### src/rtl/z80_bus_master_pkg.sv
// z80_bus_master shared types and default timing.
// Also consumed by the SPI command decoder.
package z80_bus_master_pkg;

  typedef enum logic [2:0] {
    S_IDLE    = 3'd0,
    S_REQ     = 3'd1,
    S_SETUP   = 3'd2,
    S_STROBE  = 3'd3,
    S_HOLD    = 3'd4,
    S_RELEASE = 3'd5,
    S_DRAIN   = 3'd6
  } state_t;

  localparam int DEF_SETUP_CYC   = 2;
  localparam int DEF_STROBE_CYC  = 4;
  localparam int DEF_ACK_TIMEOUT = 4095;

  function automatic int max3(input int a, input int b, input int c);
    int m;
    m = (a > b) ? a : b;
    return (m > c) ? m : c;
  endfunction

endpackage

### src/rtl/z80_bus_master_if.sv
// Z80 bus pins as seen by the bus master.
// slave side models the CPU / memory.
interface z80_bus_master_if #(
  parameter int ADDR_W = 16
);
  logic              z80_busrq_n;
  logic              z80_busack_n;
  logic              bus_oe;
  logic [ADDR_W-1:0] bus_a;
  logic [7:0]        bus_d_out;
  logic              bus_d_oe;
  logic [7:0]        bus_d_in;
  logic              bus_mreq_n;
  logic              bus_rd_n;
  logic              bus_wr_n;

  modport master (
    output z80_busrq_n, bus_oe, bus_a,
    output bus_d_out, bus_d_oe,
    output bus_mreq_n, bus_rd_n, bus_wr_n,
    input  z80_busack_n, bus_d_in
  );

  modport slave (
    input  z80_busrq_n, bus_oe, bus_a,
    input  bus_d_out, bus_d_oe,
    input  bus_mreq_n, bus_rd_n, bus_wr_n,
    output z80_busack_n, bus_d_in
  );
endinterface

### src/rtl/z80_bus_master_sync2.sv
// Two-flop synchronizer for asynchronous Z80 inputs.
// Reset value selects the inactive level of the input.
module z80_bus_master_sync2 #(
  parameter bit RST_VAL = 1'b0
) (
  input  logic clk,
  input  logic rst,
  input  logic d,
  output logic q
);
  logic meta;

  always_ff @(posedge clk or posedge rst) begin
    if (rst) begin
      meta <= RST_VAL;
      q    <= RST_VAL;
    end else begin
      meta <= d;
      q    <= meta;
    end
  end
endmodule

### src/rtl/z80_bus_master.sv
// Takes the Z80 bus via BUSRQ/BUSACK and runs
// SPI-initiated block reads/writes into Z80 memory.
module z80_bus_master
  import z80_bus_master_pkg::*;
#(
  parameter int ADDR_W      = 16,
  parameter int LEN_W       = 8,
  parameter int SETUP_CYC   = DEF_SETUP_CYC,
  parameter int STROBE_CYC  = DEF_STROBE_CYC,
  parameter int ACK_TIMEOUT = DEF_ACK_TIMEOUT
) (
  input  logic              clk,
  input  logic              rst,
  input  logic              cmd_valid,
  output logic              cmd_ready,
  input  logic              cmd_write,
  input  logic [ADDR_W-1:0] cmd_addr,
  input  logic [LEN_W-1:0]  cmd_len,
  input  logic [7:0]        wr_data,
  input  logic              wr_valid,
  output logic              wr_ready,
  output logic [7:0]        rd_data,
  output logic              rd_valid,
  output logic              done,
  output logic              err_timeout,
  z80_bus_master_if.master  bus
);
  localparam int CNT_MAX =
    max3(SETUP_CYC, STROBE_CYC, ACK_TIMEOUT);
  localparam int CNT_W = $clog2(CNT_MAX + 1);

  state_t            state, state_nx;
  logic [CNT_W-1:0]  cnt;
  logic [ADDR_W-1:0] addr_q;
  logic [LEN_W-1:0]  len_q;
  logic              dir_q;
  logic              have_q;
  logic              d_oe_q;
  logic [7:0]        d_q;
  logic              ack_n_s;

  logic ack;
  logic setup_rdy;
  logic setup_last;
  logic strb_last;
  logic to_hit;

  logic busrq_n;
  logic oe;
  logic mreq_n;
  logic rd_n;
  logic wr_n;

  z80_bus_master_sync2 #(
    .RST_VAL (1'b1)
  ) u_ack_sync (
    .clk (clk),
    .rst (rst),
    .d   (bus.z80_busack_n),
    .q   (ack_n_s)
  );

  assign ack        = !ack_n_s;
  assign setup_rdy  = !dir_q || have_q;
  assign setup_last = cnt == CNT_W'(SETUP_CYC - 1);
  assign strb_last  = cnt == CNT_W'(STROBE_CYC - 1);
  assign to_hit     = cnt == CNT_W'(ACK_TIMEOUT);

  always_ff @(posedge clk or posedge rst) begin
    if (rst) state <= S_IDLE;
    else     state <= state_nx;
  end

  always_comb begin
    state_nx    = state;
    cmd_ready   = 1'b0;
    wr_ready    = 1'b0;
    done        = 1'b0;
    err_timeout = 1'b0;
    busrq_n     = 1'b1;
    oe          = 1'b0;
    mreq_n      = 1'b1;
    rd_n        = 1'b1;
    wr_n        = 1'b1;
    unique case (state)
      S_IDLE: begin
        cmd_ready = 1'b1;
        if (cmd_valid) state_nx = S_REQ;
      end
      S_REQ: begin
        busrq_n = 1'b0;
        // ack beats a simultaneous timeout
        if (ack) begin
          state_nx = S_SETUP;
        end else if (to_hit) begin
          err_timeout = 1'b1;
          state_nx    = S_IDLE;
        end
      end
      S_SETUP: begin
        busrq_n  = 1'b0;
        oe       = 1'b1;
        wr_ready = dir_q && !have_q && wr_valid;
        if (setup_rdy && setup_last)
          state_nx = S_STROBE;
      end
      S_STROBE: begin
        busrq_n = 1'b0;
        oe      = 1'b1;
        mreq_n  = 1'b0;
        wr_n    = !dir_q;
        rd_n    = dir_q;
        if (strb_last) state_nx = S_HOLD;
      end
      S_HOLD: begin
        busrq_n  = 1'b0;
        oe       = 1'b1;
        state_nx = (len_q == '0) ? S_RELEASE
                                 : S_SETUP;
      end
      S_RELEASE: begin
        done     = 1'b1;
        state_nx = S_DRAIN;
      end
      S_DRAIN: begin
        if (!ack) state_nx = S_IDLE;
      end
      default: state_nx = S_IDLE;
    endcase
  end

  always_ff @(posedge clk or posedge rst) begin
    if (rst) begin
      cnt      <= '0;
      addr_q   <= '0;
      len_q    <= '0;
      dir_q    <= 1'b0;
      have_q   <= 1'b0;
      d_oe_q   <= 1'b0;
      d_q      <= '0;
      rd_data  <= '0;
      rd_valid <= 1'b0;
    end else begin
      rd_valid <= 1'b0;
      unique case (state)
        S_IDLE: begin
          cnt <= '0;
          if (cmd_valid) begin
            addr_q <= cmd_addr;
            len_q  <= cmd_len;
            dir_q  <= cmd_write;
            have_q <= 1'b0;
          end
        end
        S_REQ: begin
          cnt <= ack ? '0 : cnt + 1'b1;
        end
        S_SETUP: begin
          if (wr_ready) begin
            d_q    <= wr_data;
            have_q <= 1'b1;
            d_oe_q <= 1'b1;
          end
          // count only once write data is on the bus
          if (setup_rdy)
            cnt <= setup_last ? '0 : cnt + 1'b1;
        end
        S_STROBE: begin
          cnt <= strb_last ? '0 : cnt + 1'b1;
          if (strb_last && !dir_q) begin
            rd_data  <= bus.bus_d_in;
            rd_valid <= 1'b1;
          end
        end
        S_HOLD: begin
          if (len_q != '0) begin
            len_q  <= len_q - 1'b1;
            addr_q <= addr_q + 1'b1;
            have_q <= 1'b0;
          end
        end
        S_RELEASE: begin
          d_oe_q <= 1'b0;
        end
        S_DRAIN: begin
          cnt <= '0;
        end
        default: cnt <= '0;
      endcase
    end
  end

  assign bus.z80_busrq_n = busrq_n;
  assign bus.bus_oe      = oe;
  assign bus.bus_a       = addr_q;
  assign bus.bus_d_out   = d_q;
  assign bus.bus_d_oe    = d_oe_q && oe;
  assign bus.bus_mreq_n  = mreq_n;
  assign bus.bus_rd_n    = rd_n;
  assign bus.bus_wr_n    = wr_n;
endmodule
### src/flat_wrapper.sv
// flat-port wrapper written by rule: the top's interface ports become plain ports
module z80_bus_master_flat import z80_bus_master_pkg::*;
#(
  parameter int ADDR_W      = 16,
  parameter int LEN_W       = 8,
  parameter int SETUP_CYC   = DEF_SETUP_CYC,
  parameter int STROBE_CYC  = DEF_STROBE_CYC,
  parameter int ACK_TIMEOUT = DEF_ACK_TIMEOUT
)
  (clk, rst, cmd_valid, cmd_ready, cmd_write, cmd_addr, cmd_len, wr_data, wr_valid, wr_ready, rd_data, rd_valid, done, err_timeout, bus_z80_busrq_n, bus_bus_oe, bus_bus_a, bus_bus_d_out, bus_bus_d_oe, bus_bus_mreq_n, bus_bus_rd_n, bus_bus_wr_n, bus_z80_busack_n, bus_bus_d_in);
  z80_bus_master_if #(.ADDR_W(ADDR_W)) bus_i ();
  input  logic clk;
  input  logic rst;
  input  logic cmd_valid;
  output logic cmd_ready;
  input  logic cmd_write;
  input  logic [ADDR_W-1:0] cmd_addr;
  input  logic [LEN_W-1:0] cmd_len;
  input  logic [7:0] wr_data;
  input  logic wr_valid;
  output logic wr_ready;
  output logic [7:0] rd_data;
  output logic rd_valid;
  output logic done;
  output logic err_timeout;
  output wire logic [$bits(bus_i.z80_busrq_n)-1:0] bus_z80_busrq_n;
  output wire logic [$bits(bus_i.bus_oe)-1:0] bus_bus_oe;
  output wire logic [$bits(bus_i.bus_a)-1:0] bus_bus_a;
  output wire logic [$bits(bus_i.bus_d_out)-1:0] bus_bus_d_out;
  output wire logic [$bits(bus_i.bus_d_oe)-1:0] bus_bus_d_oe;
  output wire logic [$bits(bus_i.bus_mreq_n)-1:0] bus_bus_mreq_n;
  output wire logic [$bits(bus_i.bus_rd_n)-1:0] bus_bus_rd_n;
  output wire logic [$bits(bus_i.bus_wr_n)-1:0] bus_bus_wr_n;
  input wire logic [$bits(bus_i.z80_busack_n)-1:0] bus_z80_busack_n;
  input wire logic [$bits(bus_i.bus_d_in)-1:0] bus_bus_d_in;
  assign bus_z80_busrq_n = bus_i.z80_busrq_n;
  assign bus_bus_oe = bus_i.bus_oe;
  assign bus_bus_a = bus_i.bus_a;
  assign bus_bus_d_out = bus_i.bus_d_out;
  assign bus_bus_d_oe = bus_i.bus_d_oe;
  assign bus_bus_mreq_n = bus_i.bus_mreq_n;
  assign bus_bus_rd_n = bus_i.bus_rd_n;
  assign bus_bus_wr_n = bus_i.bus_wr_n;
  assign bus_i.z80_busack_n = bus_z80_busack_n;
  assign bus_i.bus_d_in = bus_bus_d_in;
  z80_bus_master #(.ADDR_W(ADDR_W), .LEN_W(LEN_W), .SETUP_CYC(SETUP_CYC), .STROBE_CYC(STROBE_CYC), .ACK_TIMEOUT(ACK_TIMEOUT)) u_core (.clk(clk), .rst(rst), .cmd_valid(cmd_valid), .cmd_ready(cmd_ready), .cmd_write(cmd_write), .cmd_addr(cmd_addr), .cmd_len(cmd_len), .wr_data(wr_data), .wr_valid(wr_valid), .wr_ready(wr_ready), .rd_data(rd_data), .rd_valid(rd_valid), .done(done), .err_timeout(err_timeout), .bus(bus_i));
endmodule
### config.mk
export PLATFORM = sky130hd
export DESIGN_NAME = z80_bus_master_flat
export DESIGN_NICKNAME = d
export VERILOG_FILES = /design/src/rtl/z80_bus_master_pkg.sv /design/src/rtl/z80_bus_master_if.sv /design/src/rtl/z80_bus_master_sync2.sv /design/src/rtl/z80_bus_master.sv /design/src/flat_wrapper.sv
export SDC_FILE = /design/constraint.sdc
export NUM_CORES = 1
export LEC_CHECK = 0
export ABC_AREA = 1
export CORE_MARGIN = 2
export CORE_UTILIZATION = 40
export DETAILED_ROUTE_END_ITERATION = 8
export GPL_ROUTABILITY_DRIVEN = 0
export PLACE_DENSITY = 0.69
export SYNTH_ARGS = -nofsm -noshare
export SYNTH_HDL_FRONTEND = slang
export SYNTH_SLANG_ARGS = --single-unit
### constraint.sdc
create_clock -name clk -period 2.19 [get_ports clk]
set_input_delay 0.3285 -clock clk [delete_from_list [all_inputs] [get_ports clk]]
set_output_delay 0.3285 -clock clk [all_outputs]
set_load 0.05 [all_outputs]
Yosys cells after proc, flatten, opt, wreduce, memory -nomap -nowiden
Cells that the tools add are included.
{"block": "word_totals", "register_bits": 61, "latchBits": 0, "mem_count": 0, "rom_bits": 0, "elab_cells": 95, "mem_bits_rw": 0, "output_inout_bits": 43, "inputBits": 46}
{"block": "op_classes", "n_eq_ne": 17, "n_reduce_logical": 25, "n_addsub": 3, "n_div": 0, "n_lt_le_gt_ge": 0, "n_bitwise": 1, "shift": 0, "mux": 37, "multipliers": 0}
{"operator": "two-way mux 12 bit", "count": 4}
{"operator": "one-hot mux 12 bit (4 select lines)", "count": 1}
{"operator": "two-way mux 16 bit", "count": 2}
{"operator": "one-hot mux 16 bit (2 select lines)", "count": 1}
{"operator": "two-way mux 3 bit", "count": 7}
{"operator": "one-hot mux 3 bit (7 select lines)", "count": 1}
{"operator": "adder 16 x 1 -> 16 bit (second input constant)", "count": 1}
{"operator": "two-way mux 1 bit", "count": 16}
{"operator": "two-way mux 8 bit", "count": 2}
{"operator": "one-hot mux 8 bit (2 select lines)", "count": 1}
{"operator": "adder 12 x 1 -> 12 bit (second input constant)", "count": 1}
{"operator": "equality test 12 x 1 -> 1 bit (second input constant)", "count": 1}
{"operator": "equality test 12 bit (second input constant)", "count": 1}
{"operator": "equality test 12 x 2 -> 1 bit (second input constant)", "count": 1}
{"operator": "AND reduction 2 bit", "count": 5}
{"operator": "equality test 3 bit (second input constant)", "count": 3}
{"operator": "logical NOT 8 bit", "count": 1}
{"operator": "!= test 2 x 1 -> 1 bit (second input constant)", "count": 4}
{"operator": "nonzero test 8 bit", "count": 1}
{"operator": "subtractor 8 x 1 -> 8 bit (second input constant)", "count": 1}
{"operator": "equality test 3 x 2 -> 1 bit (second input constant)", "count": 2}
{"operator": "!= test 2 bit (second input constant)", "count": 3}
{"operator": "logical AND 1 bit", "count": 5}
{"operator": "AND reduction 5 bit", "count": 1}
{"operator": "15 further kinds", "count": 17}

Depth between registers and ports, before layout
{"block": "logic_depth", "depth_word": 6, "ltp_mapped": 12, "mapped_depth_nobuf": 11}

Cells and area by module
From an unflattened synthesis, not the netlist that was laid out.
{"block": "hier_totals", "hier_cells": 485, "hier_area_um2": 3512.1}
{"mod": "z80_bus_master", "seq_area_each_um2": 1476.4, "cells_per_inst": 482, "n_inst": 1, "area_each_um2": 3455.8}
{"mod": "z80_bus_master_sync2", "seq_area_each_um2": 52.6, "cells_per_inst": 3, "n_inst": 1, "area_each_um2": 56.3}

Worst setup path before layout
Ideal clock, no wire load.
{"block": "synth_path", "path_type": "register to output", "startpoint": "register u_core.state[1]", "endpoint": "output bus_z80_busrq_n", "setup_slack_ns": -0.155, "stages_incl_launch_ff": 7, "n_path_buf": 2, "arrival_time_ns": 2.017, "required_time_ns": 1.862, "cell_sequence": "dfrtp_1 > inv_2 > nand2_4 > nor2_8 > buf_6 > buf_4 > nor3_1"}
{"block": "synth_between", "elab_chain_cells": 3, "word_cells_on_any_way": 6, "cone_classes": "4 x eq/ne; 1 x mux; 1 x reduce/logical"}
{"element": "from (decl)", "line": "z80_bus_master.sv:32", "text": "state_t state, state_nx;"}
{"element": "from (signal assigned)", "line": "z80_bus_master.sv:71", "text": "else state <= state_nx;"}
{"element": "equality test 3 bit (tied with other cells)", "line": "z80_bus_master.sv:85", "text": "unique case (state)"}
{"element": "OR reduction 4 bit (no source line) (*)"}
{"element": "two-way mux 1 bit (*)", "line": "z80_bus_master.sv:85"}
{"element": "to (decl)", "line": "flat_wrapper.sv:26", "text": "output wire logic [$bits(bus_i.z80_busrq_n)-1:0] bus_z80_busrq_n;"}
Mark *: on every way between the ends. The rest lies on a longest branch, timed or not.

Worst setup path after layout
{"block": "layout_path", "startpoint": "register u_core.state[0]", "endpoint": "output bus_bus_d_oe"}
{"block": "layout_between", "elab_chain_cells": 4, "word_cells_on_any_way": 6, "cone_classes": "3 x eq/ne; 1 x mux; 2 x reduce/logical"}
{"element": "equality test 3 bit / equality test 3 x 2 -> 1 bit (equally long branches)", "line": "z80_bus_master.sv:85"}
{"element": "OR reduction 3 bit (no source line) (*)"}
{"element": "two-way mux 1 bit (*)", "line": "z80_bus_master.sv:85"}
{"element": "logical AND 1 bit (*)", "line": "z80_bus_master.sv:197", "text": "assign bus.bus_d_oe = d_oe_q && oe;"}
{"element": "to (decl)", "line": "flat_wrapper.sv:30", "text": "output wire logic [$bits(bus_i.bus_d_oe)-1:0] bus_bus_d_oe;"}
Marks and branches as above.

==> out/metrics.cfg <==
[detailed_routing]
antenna_left=0
finalWirelength_um=9190
routedWlPerCell_um=12.8
drt_pass1_iterations=5
drt_iter0_drc=192
num_vias=3564
viasPerCell=4.97
drc=0

[logic_synthesis]
synth_fp_nets=560
syn_inst=510
syn_area_um2=3730
synth_seq_cells=61
yosysWarningCount=0
synth_cell_type_count=41
seq_area_frac_synth=0.410
syn_area_per_cell_um2=7.32

[layout]
diodes=0
fin_cells=717
fin_util=0.540
mostFrequentLayoutCell=nand2_1
syn_to_final_growth_pct=32.3
drive_gt1_frac=0.124
final_cell_mix=nand2_1 (164), clkdlybuf4s50_1 (78), dfrtp_1 (59)
nets=651

[cts]
clk_pin_slew_ps=70
htree_levels=3
clk_latency_ps=340
cts.sink_count=61
clockBufferDepth=2
cts_setup_buffers=0
cts_inserted_buffers=9
clock-root-buffer=clkbuf_8
cts_tree=built

[floorplanning]
io_pins=89
rows=35
coreArea_um2=9150
die_w_um=101
die_area_um2=10100
die_height_um=101
start_util=0.408

[placed_design]
dp_hpwl_um=6880
io_buffer_count=88
dp_cells=701

[job]
maxCapViolations=0

[sta]
fin_setup_tns_ps=0
rsz0062_at_grt=false
maxSlewHeadroom=0.627
hold_violations=0
fmax_ghz=0.483
fin_crit_sh=0.945
min_period_ps=2070
drv_slew=0
worstMarginPinSlew_ps=555
fin_skew_ps=10.3
setup-violations-final=0

[setup_path]
start_kind=register
reg2reg_from=u_core.len_q[0]
startpoint=u_core.state[0]
cp_slowest_cell=dfrtp_1
crit_chain=inv_2 > nand2_4 > nor2_8 > inv_4 > a21oi_1 > buf_12
rrSetupSlack_ps=330
crit_fanout=23
endpoint_kind=primary output
critPathKind=register to primary output
rr_endpoint=u_core.bus.bus_a[11]
arrival_ps=1740
worstPathRequired_ps=1860
ff2ff_path_depth=11
max_stage_delay_ps=410

[grt]
grt_pass1_vias=3280
grt_overflow=0
grt_pass1_wl_um=15200
grtUsageTotal=0.187
antenna_found_initial=0
grt_start_max_net_pins=43

[outcome]
status=finished clean

[power_and_ir_drop]
ir_drop_v=0.000288
p_leak_nw=2.28
power_density_nw_per_um2=497

[hold_path]
hp-class=input port to asynchronous set/reset pin

-- worst max path at each step --
stage | endpoint | slack, ps | cells after the start
floorplan | bus_bus_d_oe | 30 | 7
global placement | u_core.bus.bus_a[11] | 420 | 11
detailed placement | u_core.bus.bus_a[11] | 370 | 11
CTS | bus_bus_d_oe | 80 | 6
global route | wr_ready | 2 | 7
finish | bus_bus_d_oe | 120 | 6
-- logic make-up after synthesis --
| kind of cell | after synthesis | synth area share |
|---|---|---|
| AO/OA/AOI/OAI | 57 | 0.0919 |
| AND/OR/NAND/NOR | 312 | 0.378 |
| multiplexers | 1 | 0.00302 |
| XOR/XNOR | 6 | 0.0141 |
| flip-flops | 61 | 0.410 |
| adder cells (fa/ha/maj) | 4 | 0.0134 |
| buffers and inverters | 69 | 0.0898 |
-- cell usage after synthesis (all sizes together) --
| cell type | n | area [um2] |
|---|---|---|
| a21boi | 1 | 11.3 |
| a21oi | 13 | 76.3 |
| a22oi | 1 | 7.51 |
| a31oi | 3 | 18.8 |
| and2 | 2 | 12.5 |
| buf | 12 | 114 |
| clkinv | 1 | 3.75 |
| dfrtp | 59 | 1480 |
| dfstp | 2 | 52.6 |
| ha | 4 | 50.1 |
| inv | 56 | 218 |
| mux2 | 1 | 11.3 |
| nand2 | 176 | 701 |
| nand3 | 48 | 250 |
| nand3b | 3 | 22.5 |
| nand4 | 8 | 50.1 |
| nor2 | 62 | 302 |
| nor3 | 10 | 55.1 |
| o211ai | 4 | 30.0 |
| o21a | 3 | 22.5 |
| o21ai | 29 | 156 |
| o21bai | 1 | 7.51 |
| o22ai | 2 | 12.5 |
| or2 | 3 | 18.8 |
| xor2 | 6 | 52.6 |
-- what timing repair did --
action	4_1_cts	5_1_grt
resized for setup	0	1
endpoints found under the hold margin	0	0
endpoints found under the setup margin	0	1
hold buffers	0	0
-- report_power, final --
| part | leakage (nW) | switching, W | total [W] | internal, W |
|---|---|---|---|---|
| registers | 0.771 | 0.00000643 | 0.00114 | 0.00114 |
| logic | 1.40 | 0.0000751 | 0.000167 | 0.0000916 |
| clock network | 0.116 | 0.000445 | 0.00114 | 0.000700 |
| total | 2.28 | 0.000526 | 0.00246 | 0.00193 |
-- worst max-delay path, delay by kind of cell (launching register included) --
family,cells,cell delay (ps)
AND/OR/NAND/NOR,2,270
flip-flops,1,410
AO/OA/AOI/OAI,1,270
buffers and inverters,3,460
-- per-stage QoR --
stage / setup slack, ps / power [W] / hold WS (ps) / area [um2]
after floorplan: 34.2 / 0.00122 / 333 / 3740
after global placement: 421 / 0.00133 / 346 / 4710
after detailed placement: 367 / 0.00134 / 349 / 4710
after CTS: 82.0 / 0.00248 / 327 / 4940
after global routing: 1.76 / 0.00255 / 352 / 4940
final: 120 / 0.00246 / 319 / 4940
-- flip-flops by register name, indices dropped and copies added (netlist names) --
| register | cells |
|---|---|
| u_core.len_q | 8 |
| u_core.bus.bus_d_out | 8 |
| u_core.dir_q | 1 |
| u_core.state | 3 |
| u_core.u_ack_sync.q | 1 |
| u_core.have_q | 1 |
| u_core.d_oe_q | 1 |
| u_core.rd_valid | 1 |
| u_core.rd_data | 8 |
| u_core.bus.bus_a | 16 |
| u_core.cnt | 12 |
| u_core.u_ack_sync.meta | 1 |
-- per-layer routing --
layer | share of wire | track usage | vias to the layer above
met5 | 0 | 0 | -
met4 | 0.014 | 0.0727 | 0
met3 | 0.054 | 0.0361 | 11
met2 | 0.47 | 0.299 | 119
met1 | 0.46 | 0.251 | 1614
li1 | - | - | 1820
-- cell type report --
type	count	area, um2
well taps	111	139
multi-input cells	380	1880
repair buffers	92	948
clock buffers	12	155
fillers	856	4210
flip-flops and latches	61	1530
inverters	57	221
clock inverters	4	70.1
(Power assumes the default switching activity.)
